### src/rtl/interval_ctrl_m.sv
// rtl/interval_ctrl_m.sv - interval sequencer that drives an external loadable up-counter
// Optional expiry counter output exp_count is built when INTERVAL_CTRL_EXPCNT_EN is defined.
module interval_ctrl_m #(
  parameter int WIDTH = 5
) (
  input  logic             clk,
  input  logic             rst,
  input  logic             start,
  input  logic             stop,
  input  logic             periodic,
  input  logic [WIDTH-1:0] period,
  input  logic [WIDTH-1:0] count_in,
  output logic             cnt_load,
  output logic [WIDTH-1:0] cnt_data,
  output logic             start_ack,
  output logic             busy,
  output logic             done,
`ifdef INTERVAL_CTRL_EXPCNT_EN
  output logic             err,
  output logic [7:0]       exp_count
`else
  output logic             err
`endif
);

  typedef enum logic [1:0] {
    IDLE = 2'd0,
    LOAD = 2'd1,
    RUN  = 2'd2
  } state_t;

  localparam logic [WIDTH-1:0] ONE = WIDTH'(1);

  state_t           state_q, state_d;
  logic [WIDTH-1:0] period_q, period_d;
  logic             mode_q, mode_d;
  logic             err_q, err_d;

  always_ff @(posedge clk or posedge rst) begin
    if (rst) begin
      state_q  <= IDLE;
      period_q <= '0;
      mode_q   <= 1'b0;
      err_q    <= 1'b0;
    end else begin
      state_q  <= state_d;
      period_q <= period_d;
      mode_q   <= mode_d;
      err_q    <= err_d;
    end
  end

  always_comb begin
    state_d   = state_q;
    period_d  = period_q;
    mode_d    = mode_q;
    err_d     = 1'b0;
    cnt_load  = 1'b0;
    cnt_data  = '0;
    start_ack = 1'b0;
    done      = 1'b0;
    busy      = (state_q != IDLE);
    case (state_q)
      IDLE: begin
        start_ack = start && (period != '0);
        err_d     = start && (period == '0);
        if (start_ack) begin
          state_d  = LOAD;
          period_d = period;
          mode_d   = periodic;
        end
      end
      LOAD: begin
        // Counter lands on -N so it reaches zero exactly N edges into RUN.
        cnt_load = 1'b1;
        cnt_data = '0 - period_q;
        state_d  = stop ? IDLE : RUN;
      end
      RUN: begin
        if (stop) begin
          state_d = IDLE;
        end else if (count_in == '0) begin
          done = 1'b1;
          if (mode_q) begin
            // Reload skips the zero already consumed by this expiry cycle.
            cnt_load = 1'b1;
            cnt_data = ONE - period_q;
          end else begin
            state_d = IDLE;
          end
        end
      end
      default: state_d = IDLE;
    endcase
  end

  assign err = err_q;

`ifdef INTERVAL_CTRL_EXPCNT_EN
  logic [7:0] exp_count_q, exp_count_d;

  always_ff @(posedge clk or posedge rst) begin
    if (rst) begin
      exp_count_q <= 8'd0;
    end else begin
      exp_count_q <= exp_count_d;
    end
  end

  always_comb begin
    exp_count_d = exp_count_q;
    if (start_ack) begin
      exp_count_d = 8'd0;
    end else if (done && (exp_count_q != 8'hff)) begin
      exp_count_d = exp_count_q + 8'd1;
    end
  end

  assign exp_count = exp_count_q;
`endif

endmodule

### config.mk
export PLATFORM = sky130hd
export DESIGN_NAME = interval_ctrl_m
export DESIGN_NICKNAME = d
export VERILOG_FILES = /design/src/rtl/interval_ctrl_m.sv
export SDC_FILE = /design/constraint.sdc
export NUM_CORES = 1
export LEC_CHECK = 0
export CORE_MARGIN = 3
export CORE_UTILIZATION = 40
export CTS_BUF_LIST = sky130_fd_sc_hd__clkbuf_2
export CTS_CLUSTER_SIZE = 10
export DETAILED_ROUTE_END_ITERATION = 8
export HOLD_SLACK_MARGIN = 0.03
export PLACE_DENSITY = 0.87
export SLEW_MARGIN = 40
export SYNTH_ARGS = -nofsm -noshare
export SYNTH_HDL_FRONTEND = slang
export SYNTH_SLANG_ARGS = --single-unit
### constraint.sdc
create_clock -name clk -period 1.9 [get_ports clk]
set_clock_uncertainty 0.15 [all_clocks]
set_input_delay 0.38 -clock clk [delete_from_list [all_inputs] [get_ports clk]]
set_output_delay 0.38 -clock clk [all_outputs]
set_load 0.02 [all_outputs]
==> results of run 1 <==
-- metal layers --
metal,up-vias,share of wire [%],track usage [%]
met3,10,7.4,5.078
met2,43,51,47.25
met1,379,38,29.05
li1,350,-,-
met4,0,3.3,16.48
met5,-,0,0
-- final cells by class --
cell class              count  area, um^2  area share [%]
clock buffers               3       15.01           1.204
clock inverters             1       5.005          0.4012
well taps                  15       18.77           1.505
multi-input cells          48       505.5           40.52
flip-flops and latches      9       225.2           18.05
inverters                  11       41.29           3.310
repair buffers             52       436.7           35.00
-- state kept, by name, indices dropped and copies added, names as in the netlist --
| signal | flops |
|---|---|
| period_q | 5 |
| state_q | 2 |
| err | 1 |
| mode_q | 1 |
-- worst max-delay path, cell delays in order (launching register included) --
cell	delay (ns)
sky130_fd_sc_hd__dfrtp_1	0.40
sky130_fd_sc_hd__inv_2	0.09
sky130_fd_sc_hd__ha_4	0.13
sky130_fd_sc_hd__nor2b_4	0.13
sky130_fd_sc_hd__and4_4	0.28
sky130_fd_sc_hd__a31oi_4	0.10
sky130_fd_sc_hd__a211oi_4	0.21
sky130_fd_sc_hd__buf_6	0.14
-- kinds of logic after synthesis --
| family | synth area share [%] |
|---|---|
| and+or+nand+nor | 17.27 |
| AOI/OAI and AO/OA | 17.85 |
| buffers and inverters | 8.637 |
| DFF | 34.55 |
| muxes | 10.75 |
| adders and majority gates | 9.597 |
| xor gates and xnor gates | 1.344 |
-- through the flow --
step	setup WS [ns]	instance area (um^2)	power, uW	instances
floorplan	-0.08240	723.2	1038	70
global placement	-0.8959	1145	1556	132
detailed placement	-0.9333	1145	1613	132
CTS	-0.3904	1206	1809	138
global route	-0.4407	1247	2059	139
finish	-0.3725	1247	1946	139
-- power by group through the flow --
stage	sequential (uW)	clock (uW)	combinational, uW
after floorplan	338	0	700
after global placement	333	0	1220
after detailed placement	338	0	1280
after CTS	344	118	1350
after global routing	363	136	1560
final	354	130	1460
-- Yosys cell counts --
master and number:
sky130_fd_sc_hd__nand3_1 2, sky130_fd_sc_hd__nor2_1 5, sky130_fd_sc_hd__mux2i_1 1, sky130_fd_sc_hd__o21a_1 2, sky130_fd_sc_hd__a21o_1 1, sky130_fd_sc_hd__and3_1 2, sky130_fd_sc_hd__a221oi_1 1, sky130_fd_sc_hd__dfrtp_1 9
sky130_fd_sc_hd__and4_1 1, sky130_fd_sc_hd__o211a_1 1, sky130_fd_sc_hd__nand2b_1 1, sky130_fd_sc_hd__a22oi_1 2, sky130_fd_sc_hd__ha_1 5, sky130_fd_sc_hd__o31ai_1 1, sky130_fd_sc_hd__a311oi_1 1, sky130_fd_sc_hd__nor3_1 1
sky130_fd_sc_hd__clkbuf_1 1, sky130_fd_sc_hd__inv_1 11, sky130_fd_sc_hd__nor2b_4 1, sky130_fd_sc_hd__a21oi_1 2, sky130_fd_sc_hd__o21ai_0 2, sky130_fd_sc_hd__a31oi_1 1, sky130_fd_sc_hd__buf_6 1, sky130_fd_sc_hd__or3_1 2
sky130_fd_sc_hd__nand2_1 5, sky130_fd_sc_hd__a211oi_1 1, sky130_fd_sc_hd__xnor2_1 1, sky130_fd_sc_hd__nor2b_1 1, sky130_fd_sc_hd__a22o_2 1, sky130_fd_sc_hd__mux2_4 4
-- timing repair --
| item | 4_1_cts | 5_1_grt |
|---|---|---|
| pin swaps | 7 | 6 |
| buffers inserted | 3 | 1 |
| endpoints found under the setup margin | 17 | 15 |
| hold endpoints to repair | 0 | 0 |
| resized for setup | 78 | 5 |
-- placed cells by master (no fill, tap or decap), drive strengths merged --
master,synthesis,routed
o31ai,1,1
xnor2,1,1
nand2,5,5
dlymetal6s2s,0,1
o21ai,2,2
nand3,2,2
inv,11,11
nor2b,2,2
o211a,1,1
dlygate4sd2,0,5
nor3,1,1
a21o,1,1
nand2b,1,1
clkbuf,1,3
a221oi,1,1
a21oi,2,2
dfrtp,9,9
clkinv,0,1
nor2,5,5
or3,2,2
o21a,2,2
ha,5,5
a211oi,1,1
a31oi,1,1
a22oi,2,2
and3,2,2
a311oi,1,1
mux2i,1,1
and4,1,1
a22o,1,1
mux2,4,4
clkdlybuf4s50,0,6
buf,1,40
-- final timing paths --
kind	startpoint	to	slack [ns]	depth (start not counted)
max	state_q[0]$_DFFE_PP0P_	cnt_data[4]	-0.37	7
min	rst	err$_DFF_PP0_	0.19	2
max reg2reg	state_q[1]$_DFFE_PP0P_	mode_q$_DFFE_PP0P_	0.06	7
min reg2reg	mode_q$_DFFE_PP0P_	mode_q$_DFFE_PP0P_	0.50	2
max in group asynchronous	rst	state_q[1]$_DFFE_PP0P_	1.12	2
min in group clk	period[1]	period_q[1]$_DFFE_PP0P_	0.20	2
==> parameters.txt, run 1 <==
Parameter                              Value

Run status
  Run status ... finished with violations
  Violated checks ... negative setup slack

Final layout
  Nets ... 145
  Number of diodes added for antenna fixing ... 0
  Area growth, synth to finish ... 91.36%
  Fillers ... 71
  Share of the core filled with cells ... 88.15%
  Fraction of layout cells with a size suffix above 1 ... between 50% and 60%

Timing
  Max Clk Rate ... between 400 and 500 MHz
  Final hold slack ... 0.1907 ns
  Fin. Hold Viols ... 0
  Final period util ... 119.6%
  Transition at the pin with the smallest max-transition slack ... 0.4251 ns
  Unrepaired setup endpoints after global routing ... yes
  Count of final setup violators ... 8
  Count of pins over their slew limit ... 0
  Tightest slew margin relative to the limit ... 71.47%
  TNS Setup ... -2.124 ns
  Post-route worst setup slack ... -0.3725 ns
  Period minus WS final ... 2.273 ns

Yosys
  Syn. warnings ... 0
  Seq cells post-synth ... 9
  Post-synth top area share ... between 30% and 40%
  Avg Cell Area, Syn ... 9.313 um^2
  Synth area leader ... sky130_fd_sc_hd__dfrtp_1
  Net count after synthesis ... 90
  Post-synthesis cell area ... 651.9 um^2
  Post-synthesis instance total ... 70
  Top cells by area, synth ... sky130_fd_sc_hd__dfrtp_1 (35%), sky130_fd_sc_hd__ha_1 (9.6%), sky130_fd_sc_hd__mux2_4 (9.2%), sky130_fd_sc_hd__inv_1 (6.3%), sky130_fd_sc_hd__nand2_1 (2.9%)
  Post-synthesis sequential area ratio ... approximately 35%
  Library cells used by synthesis ... 30

CTS
  Number of clock buffers inserted by TritonCTS ... 3
  Clock latency on the worst-skew pair ... 0.26 ns
  TritonCTS clock tree ... yes
  Clock edge transition at the registers on the reported setup and hold paths ... 0.12 ns
  Cts hold-fix bufs ... 0
  H-Tree Depth ... 1
  CTS Sinks ... 9
  Worst-case clock buffer depth ... 2
  Root cell of the clock tree ... sky130_fd_sc_hd__clkbuf_2

Power
  Leakage ... 0.0006144 uW
  Maximum vdd ir drop ... 1.047 mV
  Internal Power ... 1080 uW
  Total power per unit cell area ... 1560 nW/um^2
  Part of the total power dissipated in sequential elements ... 18.2%
  Switch share ... about 44%
  Share of power burned in the clock network ... 6.7%
  Net load switching power ... 865.8 uW
  Relative contribution of combinational cells to total power ... between 70% and 80%

Global routing
  Overall fraction of global-route tracks in use ... 26.86%
  Maximum number of pins on one net before global-route repair ... 10
  Number of antenna violations at the first check in global routing ... 0
  Vias in the first global route ... roughly 840
  Wire length of the first global-routing pass ... 3891 um
  Overflow left after global routing ... 0

Placement
  Number of I/O port buffers ... 24
  Final Wtd Congestion ... 0.7989
  Final HPWL from detailed placement ... 1612 um

Route
  Avg WL per Cell ... around 18 um
  Drt first-iter violations ... 28
  Count of antenna-violating nets left after detailed routing ... 0
  Via-to-Cell Ratio ... ~5.6
  Via total after detailed routing ... 782
  DRC ... 0
  DR pass1 iterations ... 4
  Sum of routed wire length over all layers ... 2456 um

Critical path
  Worst EP required ... between 1 and 1.5 ns
  Crit path arrival time ... 1.74 ns
  Nature of the critical path startpoint ... register
  CP Capture Type ... output port
  Crit path kind ... reg2out
  Max Fanout on Critical Path ... 6

Floorplanning
  Die Span Y ... around 46 um
  Initial standard-cell utilization of the core ... between 40% and 50%
  Num ports ... 25
  Die extent in x ... 46.37 um
  Total number of placement rows ... 13
  Area of the core ... 1415 um^2
  Die Outline Area ... 2150 um^2

Worst hold path
  Path type of the worst min-delay path ... in2async

Job
  Max-cap violation count ... 0
No activity file was read; power rests on OpenSTA's default activity.
==> inputs of run 2 (changes only) <==
GPL_TIMING_DRIVEN = 0   (was unset)
==> parameters.txt, run 2 (synthesized netlist as in run 1, its figures left out) <==
Parameter                              Value

Run status
  Run status ... finished with violations (unchanged)
  Violated checks ... negative setup slack (unchanged)

Timing
  Count of pins over their slew limit ... 0 (unchanged)
  Unrepaired setup endpoints after global routing ... yes (unchanged)
  Final period util ... 121.7% (was 119.6%)
  TNS Setup ... -2.266 ns (was -2.124 ns)
  Max Clk Rate ... 432.6 MHz (was 440.0 MHz)
  Fin. Hold Viols ... 0 (unchanged)
  Tightest slew margin relative to the limit ... 74.63% (was 71.47%)
  Transition at the pin with the smallest max-transition slack ... 0.3779 ns (was 0.4251 ns)
  Count of final setup violators ... 8 (unchanged)
  Period minus WS final ... 2.311 ns (was 2.273 ns)
  Post-route worst setup slack ... -0.4114 ns (was -0.3725 ns)

Global routing
  Overflow left after global routing ... 0 (unchanged)
  Overall fraction of global-route tracks in use ... 20.03% (was 26.86%)
  Number of antenna violations at the first check in global routing ... 0 (unchanged)
  Wire length of the first global-routing pass ... 2960 um (was 3891 um)
  Maximum number of pins on one net before global-route repair ... 10 (unchanged)
  Vias in the first global route ... 670 (was 837)

Power
  Internal Power ... 888.7 uW (was 1080 uW)
  Relative contribution of combinational cells to total power ... 70.6% (was 75.1%)
  Switch share ... 46.10% (was 44.49%)
  Leakage ... 0.0005574 uW (was 0.0006144 uW)
  Post-layout total power ... 1649 uW (was 1946 uW)
  Total power per unit cell area ... 1437 nW/um^2 (was 1560 nW/um^2)
  Part of the total power dissipated in sequential elements ... 22.0% (was 18.2%)
  Share of power burned in the clock network ... 7.4% (was 6.7%)
  Maximum vdd ir drop ... 0.7898 mV (was 1.047 mV)
  Net load switching power ... 760.0 uW (was 865.8 uW)

Route
  Drt first-iter violations ... 13 (was 28)
  Via-to-Cell Ratio ... 5.545 (was 5.626)
  DR pass1 iterations ... 4 (unchanged)
  Avg WL per Cell ... 15.91 um (was 17.67 um)
  Via total after detailed routing ... 682 (was 782)
  Count of antenna-violating nets left after detailed routing ... 0 (unchanged)
  Sum of routed wire length over all layers ... 1957 um (was 2456 um)
  DRC ... 0 (unchanged)

CTS
  H-Tree Depth ... 1 (unchanged)
  TritonCTS clock tree ... yes (unchanged)
  Number of clock buffers inserted by TritonCTS ... 3 (unchanged)
  Root cell of the clock tree ... sky130_fd_sc_hd__clkbuf_2 (unchanged)
  Clock edge transition at the registers on the reported setup and hold paths ... 0.09 ns (was 0.12 ns)
  Clock latency on the worst-skew pair ... 0.24 ns (was 0.26 ns)
  CTS Sinks ... 9 (unchanged)
  Worst-case clock buffer depth ... 2 (unchanged)

Critical path
  Max Fanout on Critical Path ... 7 (was 6)
  Capture point of the worst reg-to-reg path ... mode_q$_DFFE_PP0P_ (unchanged)
  Slack of the worst reg-to-reg path ... 0.15 ns (was 0.06 ns)
  CP Capture Type ... output port (unchanged)
  Worst EP required ... 1.37 ns (about the same)
  Crit path arrival time ... 1.78 ns (was 1.74 ns)
  Launch point of the worst reg-to-reg path ... state_q[1]$_DFFE_PP0P_ (unchanged)
  Crit path kind ... reg2out (unchanged)
  Number of cells on the worst reg-to-reg path ... 6 (was 7)
  Nature of the critical path startpoint ... register (unchanged)
  Worst Setup SP ... state_q[0]$_DFFE_PP0P_ (unchanged)
  Crit path to ... cnt_data[3] (was cnt_data[4])

Placement
  Number of cells in the design after placement ... 109 (was 132)
  Area post-placement ... 982.2 um^2 (was 1145 um^2)
  Number of I/O port buffers ... 24 (unchanged)
  Final Wtd Congestion ... 0.7774 (was 0.7989)
  Final HPWL from detailed placement ... 1334 um (was 1612 um)

Floorplanning
  Die extent in x ... 46.37 um (unchanged)
  Total number of placement rows ... 13 (unchanged)
  Area of the core ... 1415 um^2 (unchanged)
  Initial standard-cell utilization of the core ... 46.07% (unchanged)
  Die Outline Area ... 2150 um^2 (unchanged)
  Num ports ... 25 (unchanged)
  Die Span Y ... 46.37 um (unchanged)

Final layout
  Flip-flop count of the largest register, all copies and words added ... 5 (unchanged)
  Most common cell after layout, fill and taps aside ... sky130_fd_sc_hd__buf_4 (unchanged)
  Fillers ... 100 (was 71)
  Register area ... 225.2 um^2 (unchanged)
  Nets ... 129 (was 145)
  Finished Layout Cells ... 123 (was 139)
  Area of the multi-input gates ... 514.2 um^2 (was 505.5 um^2)
  Most flop-heavy register ... period_q (unchanged)
  Commonest cells after routing, fill and taps aside ... sky130_fd_sc_hd__buf_4 (14), sky130_fd_sc_hd__inv_1 (9), sky130_fd_sc_hd__dfrtp_1 (9) (was sky130_fd_sc_hd__buf_4 (33), sky130_fd_sc_hd__inv_1 (9), sky130_fd_sc_hd__dfrtp_1 (9))
  Fraction of layout cells with a size suffix above 1 ... 51.85% (was 55.65%)
  Top flop regs ... period_q x5, state_q x2 (unchanged)
  Number of diodes added for antenna fixing ... 0 (unchanged)
  Final design instance area without fill ... 1147 um^2 (was 1247 um^2)
  Area growth, synth to finish ... 76.01% (was 91.36%)

Worst hold path
  Path type of the worst min-delay path ... in2reg (was in2async)

Job
  Max-cap violation count ... 0 (unchanged)
-- run 2: through the flow --
step | hold WS (ns) | setup WS (ns) | utilization, %
2_1_floorplan | 0.05792 | -0.08240 | -
3_3_place_gp | 0.3803 | -0.9789 | 69.41
3_5_place_dp | 0.3841 | -1.012 | 69.41
4_1_cts | 0.2298 | -0.3892 | 75.42
5_1_grt | 0.1986 | -0.4923 | 81.08
6_report | 0.2067 | -0.4114 | 81.08
-- run 2: cell type report --
cell class,instances,area share [%]
flip-flops and latches,9,19.63
clock buffers,4,1.745
multi-input cells,48,44.82
repair buffers,36,28.57
inverters,11,3.599
well taps,15,1.636
-- run 2: worst min path at each step --
stage | startpoint | endpoint | slack [ns] | cells after the start
2_1_floorplan | rst | err$_DFF_PP0_ | 0.06 | 1
3_3_place_gp | state_q[0]$_DFFE_PP0P_ | state_q[0]$_DFFE_PP0P_ | 0.38 | 1
3_5_place_dp | mode_q$_DFFE_PP0P_ | mode_q$_DFFE_PP0P_ | 0.38 | 1
4_1_cts | period[1] | period_q[1]$_DFFE_PP0P_ | 0.23 | 2
5_1_grt | period[1] | period_q[1]$_DFFE_PP0P_ | 0.20 | 2
6_report | period[1] | period_q[1]$_DFFE_PP0P_ | 0.21 | 2
-- run 2: what timing repair did --
action | 4_1_cts | 5_1_grt
resized for setup | 74 | 13
buffers inserted | 10 | 4
pin swaps | 11 | 6
hold buffers | 0 | 0
endpoints found under the setup margin | 16 | 13
-- run 2: critical path: stages, from the launching register on --
cell	delay [ns]
sky130_fd_sc_hd__dfrtp_1	0.39
sky130_fd_sc_hd__inv_2	0.07
sky130_fd_sc_hd__ha_4	0.15
sky130_fd_sc_hd__nor2b_4	0.11
sky130_fd_sc_hd__and4_4	0.22
sky130_fd_sc_hd__o211a_1	0.23
sky130_fd_sc_hd__o21a_4	0.22
sky130_fd_sc_hd__buf_6	0.12
-- run 2: metal layers --
layer  part of all wire [%]  GRT usage (%)
met4                    3.6          10.80
met3                    5.6          3.125
met1                     41          22.30
met5                      0              0
met2                     50          35.71
-- run 2: power by group through the flow --
stage / clock network, uW / logic [uW] / registers (uW)
2_1_floorplan: 0 / 700 / 338
3_3_place_gp: 0 / 938 / 355
3_5_place_dp: 0 / 979 / 360
4_1_cts: 122 / 1050 / 360
5_1_grt: 136 / 1250 / 377
6_report: 122 / 1160 / 362
==> inputs of run 3 (changes only) <==
RECOVER_POWER = 50   (was unset)
==> parameters.txt, run 3 (synthesized netlist as in run 1, its figures left out) <==
Parameter                              Value

Critical path
  Crit path kind ... reg2out (unchanged)
  Max Fanout on Critical Path ... 7 (unchanged)
  Nature of the critical path startpoint ... register (unchanged)
  Crit path arrival time ... 1.78 ns (about the same)
  Worst EP required ... 1.37 ns (about the same)
  CP Capture Type ... output port (unchanged)

Power
  Total power per unit cell area ... 1437 nW/um^2 (about the same)
  Post-layout total power ... 1648 uW (was 1649 uW)
  Leakage ... 0.0005577 uW (was 0.0005574 uW)
  Maximum vdd ir drop ... 0.7878 mV (was 0.7898 mV)

CTS
  CTS Sinks ... 9 (unchanged)
  Cts hold-fix bufs ... 0 (unchanged)
  Clock latency on the worst-skew pair ... 0.24 ns (about the same)
  Number of clock buffers inserted by TritonCTS ... 3 (unchanged)
  TritonCTS clock tree ... yes (unchanged)
  Root cell of the clock tree ... sky130_fd_sc_hd__clkbuf_2 (unchanged)
  Clock edge transition at the registers on the reported setup and hold paths ... 0.09 ns (about the same)
  H-Tree Depth ... 1 (unchanged)
  Worst-case clock buffer depth ... 2 (unchanged)

Global routing
  Wire length of the first global-routing pass ... 2960 um (unchanged)
  Maximum number of pins on one net before global-route repair ... 10 (unchanged)
  Vias in the first global route ... 670 (unchanged)
  Overall fraction of global-route tracks in use ... 20.03% (unchanged)
  Number of antenna violations at the first check in global routing ... 0 (unchanged)
  Overflow left after global routing ... 0 (unchanged)

Timing
  Fin. Hold Viols ... 0 (unchanged)
  Unrepaired setup endpoints after global routing ... yes (unchanged)
  Final period util ... 121.7% (unchanged)
  Count of final setup violators ... 8 (unchanged)
  TNS Setup ... -2.266 ns (unchanged)
  Tightest slew margin relative to the limit ... 74.63% (unchanged)
  Transition at the pin with the smallest max-transition slack ... 0.3779 ns (unchanged)
  Post-route worst setup slack ... -0.4114 ns (unchanged)
  Max Clk Rate ... 432.6 MHz (unchanged)
  Period minus WS final ... 2.311 ns (unchanged)
  Count of pins over their slew limit ... 0 (unchanged)

Route
  Via-to-Cell Ratio ... 5.545 (unchanged)
  Sum of routed wire length over all layers ... 1957 um (unchanged)
  Routed wl met3 ... 110 um (unchanged)
  Top routing layer in use ... met4 (unchanged)
  Drt first-iter violations ... 13 (unchanged)
  DRC ... 0 (unchanged)
  Wire length the detailed router placed on met1 ... 804 um (unchanged)
  Count of antenna-violating nets left after detailed routing ... 0 (unchanged)
  DR pass1 iterations ... 4 (unchanged)
  Via total after detailed routing ... 682 (unchanged)
  Routed length on met2 ... 972 um (unchanged)
  Avg WL per Cell ... 15.91 um (unchanged)

Final layout
  Most flop-heavy register ... period_q (unchanged)
  Flip-flop count of the largest register, all copies and words added ... 5 (unchanged)
  Area growth, synth to finish ... 76.01% (unchanged)
  Final design instance area without fill ... 1147 um^2 (unchanged)
  Nets ... 129 (unchanged)
  Most common cell after layout, fill and taps aside ... sky130_fd_sc_hd__buf_4 (unchanged)
  Commonest cells after routing, fill and taps aside ... sky130_fd_sc_hd__buf_4 (14), sky130_fd_sc_hd__inv_1 (9), sky130_fd_sc_hd__dfrtp_1 (9) (unchanged)
  Fraction of layout cells with a size suffix above 1 ... 51.85% (unchanged)
  Top flop regs ... period_q x5, state_q x2 (unchanged)
  Number of diodes added for antenna fixing ... 0 (unchanged)
  Finished Layout Cells ... 123 (unchanged)

Placement
  Final HPWL from detailed placement ... 1334 um (unchanged)
  Number of cells in the design after placement ... 109 (unchanged)
  Area post-placement ... 982.2 um^2 (unchanged)
  Worst Setup Slack post-DPL ... -1.012 ns (unchanged)
  Number of I/O port buffers ... 24 (unchanged)
  Final Wtd Congestion ... 0.7774 (unchanged)

Worst hold path
  Path type of the worst min-delay path ... in2reg (unchanged)

Floorplanning
  Die Outline Area ... 2150 um^2 (unchanged)
  Total number of placement rows ... 13 (unchanged)
  Die extent in x ... 46.37 um (unchanged)
  Die Span Y ... 46.37 um (unchanged)
  Initial standard-cell utilization of the core ... 46.07% (unchanged)
  Num ports ... 25 (unchanged)
  Area of the core ... 1415 um^2 (unchanged)

Run status
  Run status ... finished with violations (unchanged)
  Violated checks ... negative setup slack (unchanged)

Job
  Max-cap violation count ... 0 (unchanged)
==> run 3: changes by cell type in the layout (fill, tap and decap cells not counted), sizes merged <==
cell           before  now
dlygate4sd3         0    1
clkdlybuf4s50       8    7
==> run 3: metal layers <==
| layer | GRT usage, % | up-vias |
|---|---|---|
| met1 | 22.30 | 324 |
| li1 | - | 320 |
| met5 | 0 | - |
| met2 | 35.71 | 29 |
| met3 | 3.125 | 9 |
| met4 | 10.80 | 0 |
==> run 3: through the flow <==
step	utilization [%]	hold slack, ns
2_1_floorplan	-	0.05792
3_3_place_gp	69.41	0.3803
3_5_place_dp	69.41	0.3841
4_1_cts	75.42	0.2298
5_1_grt	81.08	0.1986
6_report	81.08	0.2067
==> run 3: area by class of cell <==
class	count	area [um^2]
tap	15	18.77
inverter	11	41.29
sequential	9	225.2
fill	100	267.8
timing repair buffer	36	327.8
clock buffer	4	20.02
multi-input combinational	48	514.2
==> run 3: where the power goes <==
part	internal [uW]	total, uW	switching (uW)
clock	55.9	122	66.2
combinational	555	1160	609
sequential	277	362	85.2
==> run 3: worst paths after layout <==
kind                       slack, ns  depth (start not counted)                 endpoint                   start
setup / recovery               -0.41                          7              cnt_data[3]  state_q[0]$_DFFE_PP0P_
hold / removal                  0.21                          2  period_q[1]$_DFFE_PP0P_               period[1]
setup reg to reg                0.15                          6       mode_q$_DFFE_PP0P_  state_q[1]$_DFFE_PP0P_
hold reg to reg                 0.42                          1       mode_q$_DFFE_PP0P_      mode_q$_DFFE_PP0P_
max in group asynchronous       0.98                          2       mode_q$_DFFE_PP0P_                     rst
min in group asynchronous       0.37                          2            err$_DFF_PP0_                     rst
==> run 3: critical path, cell delays in order (launching register included) <==
cell and delay, ns:
sky130_fd_sc_hd__dfrtp_1 0.39, sky130_fd_sc_hd__inv_2 0.07, sky130_fd_sc_hd__ha_4 0.15, sky130_fd_sc_hd__nor2b_4 0.11
sky130_fd_sc_hd__and4_4 0.22, sky130_fd_sc_hd__o211a_1 0.23, sky130_fd_sc_hd__o21a_4 0.22, sky130_fd_sc_hd__buf_6 0.12
==> run 3: timing repair <==
action | 4_1_cts | 5_1_grt
endpoints found under the hold margin | 0 | 0
gates resized for setup | 74 | 13
setup endpoints to repair | 16 | 13
pin swaps | 11 | 6
buffers inserted | 10 | 4
